## config.mk

```make
export PLATFORM = sky130hd
export DESIGN_NAME = store
export DESIGN_NICKNAME = d
export VERILOG_FILES = /design/src/rtl/store.sv
export SDC_FILE = /design/constraint.sdc
export NUM_CORES = 1
export LEC_CHECK = 0
export BUFFER_PORTS_ARGS = -buffer_cell sky130_fd_sc_hd__buf_2
export CAP_MARGIN = 20
export CORE_ASPECT_RATIO = 1.2
export CORE_MARGIN = 4
export CORE_UTILIZATION = 40
export DETAILED_ROUTE_END_ITERATION = 8
export PLACE_DENSITY_LB_ADDON = 0.3
export SLEW_MARGIN = 20
export SYNTH_ARGS = -nofsm -noshare
export SYNTH_HDL_FRONTEND = slang
export SYNTH_SLANG_ARGS = --single-unit
```

## constraint.sdc

```tcl
create_clock -name clk -period 1.3 [get_ports clk]
set_clock_uncertainty 0.1 [all_clocks]
set_input_delay 0.26 -clock clk [delete_from_list [all_inputs] [get_ports clk]]
set_output_delay 0.26 -clock clk [all_outputs]
set_load 0.01 [all_outputs]
```

## src/rtl/store.sv

```systemverilog
// FP16 result store: packs {sign, exp, mant} into a registered word with a valid/ready output.
// Optional second (skid) slot enabled by defining STORE_SKID_EN.
module store (
  input  logic        clk,
  input  logic        rst,
  input  logic        sign,
  input  logic [4:0]  exp,
  input  logic [9:0]  mant,
  input  logic        valid,
  output logic [15:0] data,
  output logic        data_valid,
  input  logic        data_ready,
  output logic        busy,
  output logic        overflow
);

  localparam int unsigned WORD_W = 16;

  typedef enum logic [1:0] {
    EMPTY = 2'd0,
    FULL  = 2'd1
`ifdef STORE_SKID_EN
    ,
    SKID  = 2'd2
`endif
  } state_t;

  state_t state_q;
  state_t state_d;

  logic [WORD_W-1:0] word_c;
  logic              xfer_c;
  logic              load_data_c;
  logic              drop_c;

`ifdef STORE_SKID_EN
  logic [WORD_W-1:0] skid_q;
  logic              load_skid_c;
  logic              data_from_skid_c;
`endif

  assign word_c = {sign, exp, mant};
  assign xfer_c = data_valid & data_ready;

  // A transfer in the current cycle frees the slot it vacates.
`ifdef STORE_SKID_EN
  assign busy = (state_q == SKID) & ~data_ready;
`else
  assign busy = (state_q == FULL) & ~data_ready;
`endif

  // Next-state and datapath control.
  always_comb begin
    state_d     = state_q;
    load_data_c = 1'b0;
    drop_c      = 1'b0;
`ifdef STORE_SKID_EN
    load_skid_c      = 1'b0;
    data_from_skid_c = 1'b0;
`endif
    case (state_q)
      EMPTY: begin
        if (valid) begin
          load_data_c = 1'b1;
          state_d     = FULL;
        end
      end
      FULL: begin
        if (xfer_c) begin
          if (valid) load_data_c = 1'b1;
          else       state_d     = EMPTY;
        end else if (valid) begin
`ifdef STORE_SKID_EN
          load_skid_c = 1'b1;
          state_d     = SKID;
`else
          drop_c = 1'b1;
`endif
        end
      end
`ifdef STORE_SKID_EN
      SKID: begin
        if (xfer_c) begin
          load_data_c      = 1'b1;
          data_from_skid_c = 1'b1;
          if (valid) load_skid_c = 1'b1;
          else       state_d     = FULL;
        end else if (valid) begin
          drop_c = 1'b1;
        end
      end
`endif
      default: state_d = EMPTY;
    endcase
  end

  // State and storage registers.
  always_ff @(posedge clk) begin
    if (rst) begin
      state_q    <= EMPTY;
      data       <= WORD_W'(0);
      data_valid <= 1'b0;
      overflow   <= 1'b0;
`ifdef STORE_SKID_EN
      skid_q     <= WORD_W'(0);
`endif
    end else begin
      state_q    <= state_d;
      data_valid <= (state_d != EMPTY);
      if (drop_c) overflow <= 1'b1;
`ifdef STORE_SKID_EN
      if (load_data_c) data <= data_from_skid_c ? skid_q : word_c;
      if (load_skid_c) skid_q <= word_c;
`else
      if (load_data_c) data <= word_c;
`endif
    end
  end

endmodule

```

# Word-level counts from Yosys, hierarchy flattened
# Cells that the tools add are included.
[totals] word_cells=19 reg_bits=20 output_inout_bits=19 latchBits=0 mem_bits_rw=0 romBits=0 inputBits=20 n_memories=0
[op_classes] div=0 mux=9 n_reduce_logical=2 n_mul=0 eq_ne=1 bitwise_logic=3 shifts=0 n_addsub=0 n_lt_le_gt_ge=0
[ops] cell="$mux 2" count=3
[ops] cell="$mux 1" count=4
[ops] cell="$pmux 2 s2" count=1
[ops] cell="$and 1x1->1" count=2
[ops] cell="$eq 2x1->1 const B" count=1
[ops] cell="$logic_not 2->1" count=1
[ops] cell="$pmux 1 s2" count=1
[ops] cell="$reduce_bool 2->1" count=1
[ops] cell="$not 1->1" count=1

# Logic depth before layout (Yosys ltp)
[depth] depth_word=4 mapped_depth=4

# Least setup slack after synthesis
# Ideal clock, no wire load.
[synth_timing] path_type="register to register" startpoint="register data_valid" endpoint="register data[0]" period_less_slack_ps=1271 arrival_time_ps=1100 path_buffers=1 stages_incl_launch_ff=5 setup_ps=72 setup_slack_ps=29 required_time_ps=1128 path_cell_list="dfxtp_1 > nand2_2 > a21oi_4 > buf_12 > mux2i_1"
[synth_between] elab_chain_len=3
[synth_rtl] element="start, declared" line="11" rtl="output logic data_valid,"
[synth_rtl] element="start signal, assigned" line="109" rtl="data_valid <= (state_d != EMPTY);"
[synth_rtl] element="$and 1x1->1" line="43" rtl="assign xfer_c = data_valid & data_ready;"
[synth_rtl] element="$mux 1" line="69" rtl="if (xfer_c) begin"
[synth_rtl] element="$pmux 1 s2" line="61" rtl="case (state_q)"
[synth_rtl] element="end signal, assigned" line="115" rtl="if (load_data_c) data <= word_c;"
[synth_rtl] element="end, declared" line="10" rtl="output logic [15:0] data,"
# Every way passes these cells.
# A chain may end at the register's enable or synchronous reset.

# Worst setup path in the final report
[layout_timing] startpoint="register state_q[0]" endpoint="output busy"
[layout_between] elab_chain_len=2
[layout_rtl] element="start, declared" line="28" rtl="state_t state_q;"
[layout_rtl] element="start signal, assigned" line="108" rtl="state_q <= state_d;"
[layout_rtl] element="$eq 2x1->1" line="49" rtl="assign busy = (state_q == FULL) & ~data_ready;"
[layout_rtl] element="$and 1x1->1" line="49"
[layout_rtl] element="end, declared" line="13" rtl="output logic busy,"
# Every way passes these cells.

==> run summary <==
Worst skew pair latency: 300 ps
CP Max Fanout: 2
Final setup viols: 1
Register area share after synthesis: 46.0%
Max cap viols: 0
Fin. Hold Viols: 0
GRT Total Usage: 12.2%
Kind of cell adding the most delay to the critical path: flip-flops
Violated checks: negative setup slack
Detail Route met3 WL: 94 µm
CP required: 940 ps
Metal2 WL: 796 µm
I/O Buffers: 38
CP cell instances: nor2b_4 > and2b_2 > buf_6
Final worst setup slack: -134 ps
Commonest non-fill, non-tap cell in the layout: buf_2
HP Start: mant[9]
Core Rows: 18
Syn Area/Cell: 10.5 µm²
Worst reg2reg path startpoint: state_q[1]
Wire per inst: 10.2 µm
TritonCTS clock tree: yes
Worst vdd ir: 0.000598 V
DRC marker count from the first detailed-route iteration: 4
Largest stage delay, worst path: 350 ps
Largest net degree at the start of global routing: 36
Die height: 59.1 µm
Uppermost routed layer: met4
Hold Crit Class: in -> reg
Filler cells: 207
CP endpoint kind: output pin
Initial Utilization: 42.0%
Tmin final: 1430 ps
RSZ-0062 raised after global routing: true
Die Area: 2990 µm²
Total grt overflow: 0
H-tree depth: 1
Number of synthesized register bits: 20
Root buf cell: clkbuf_4
Max frequency: 0.697 GHz
Mapped Nets: 103
Drt total wl: 1580 µm
Die W: 50.6 µm
Yosys warnings: 0
Synth-to-layout area growth: 33.8%
Clock sinks: 20
Most frequent cells in the layout: buf_2, nand2b_1, dfxtp_1
Seq. cell area: 402 µm²
Vias in the first global route: 690
Worst path slowest cell: dfxtp_2
Leakage: 0.540 nW
Final core utilization: 56.2%
Final period utilization: 110%
Post-synthesis cell area: 871 µm²
CTS clk-pin slew, worst paths: 120 ps
Worst Path Buf+Inv: 1
Post-DP HPWL: 1210 µm
Netlist cell types: 15
Critical Path Start: state_q[0]
Crit Path Class: reg -> out
Via count: 668
Pwr/cell area: 1150 nW/µm²
Dpl ws: 86.4 ps
Synth Instances: 83
N_diodes: 0
Final RePlAce weighted congestion: 0.636
Multi-input logic area: 447 µm²
# hold bufs at CTS: 0
Post-placement cell count: 150
WP data arrival: 1070 ps
Total CTS buffers: 3
Setup TNS: -134 ps
Wl on met1: 679 µm
Antenna Nets Post-Route: 0
DRT Pass-1 Iters: 4
Via density: 4.31
Nets: 146
Layout cells sized above 1: 41.6%
Startpoint types: flop
First-pass GRT wire length: 2820 µm
Pins Over Slew Limit: 0
R2R setup slack: 110 ps
Outcome: finished, violations left
Fin cells: 155
Drt drc: 0
IO Pins: 39
Initial antenna violation count: 0
Core area: 2070 µm²
Clock Path Buffers: 2
per-layer routing:
| metal | vias up | global-route usage, % |
|---|---|---|
| met5 | - | 0 |
| met4 | 0 | 6.92 |
| met3 | 2 | 2.77 |
| met2 | 18 | 21.5 |
| met1 | 297 | 13.6 |
| li1 | 351 | - |
worst paths after layout:
check / endpoint / depth (start not counted)
setup / recovery: busy / 3
hold / removal: data[9] / 3
setup reg to reg: data[14] / 4
hold reg to reg: overflow / 2
metrics by stage:
stage	hold WS, ps	total power, mW	area, µm²
6_report	104	1.34	1160
5_1_grt	92.0	1.40	1160
3_3_place_gp	345	0.844	1090
4_1_cts	89.3	1.36	1160
2_1_floorplan	315	0.780	871
3_5_place_dp	358	0.850	1090
final cells by class:
type                       instances  area share, %
clock buffer                       3           1.93
clock inverter                     1           2.58
tap                               30           3.22
multi-input combinational         59           38.3
sequential                        20           34.5
timing repair buffer              42           19.4
power by group:
part,switching [mW],internal [mW],leakage [nW]
clock,0.191,0.311,0.0279
combinational,0.0788,0.0972,0.348
sequential,0.0167,0.645,0.164
tightest hold or removal path, stage by stage:
cell and delay [ps]:
buf_2 90, nand2b_1 50, mux2i_1 60
flip-flops by register name, summed over array words and instances, names as in the netlist:
register	flops
data	16
overflow	1
state_q	2
data_valid	1
kinds of logic (layout without fill, tap and decap cells):
kind of cell	Yosys count	after routing	synth area share, %
flops	20	20	46.0
mux	16	16	18.4
other cells	1	1	0.431
buf+inv	4	46	3.59
compound gates	4	4	3.74
simple gates	38	38	27.9
cell usage after synthesis:
cell      count  area (µm²)
a21oi_1       2        10.0
a21oi_4       1        16.3
a31oi_1       1        6.26
and2b_2       1        8.76
buf_12        1        20.0
clkbuf_1      3        11.3
conb_1        1        3.75
dfxtp_1      20         400
mux2i_1      16         160
nand2_1       1        3.75
nand2_2       1        6.26
nand2b_1     32         200
nand2b_4      1        13.8
nor2_1        1        3.75
nor2b_1       1        6.26
what timing repair did:
action	CTS	global route
buffers inserted	1	0
endpoints found under the setup margin	1	1
gates resized for setup	4	0
Power figures use the tool's default switching activity.
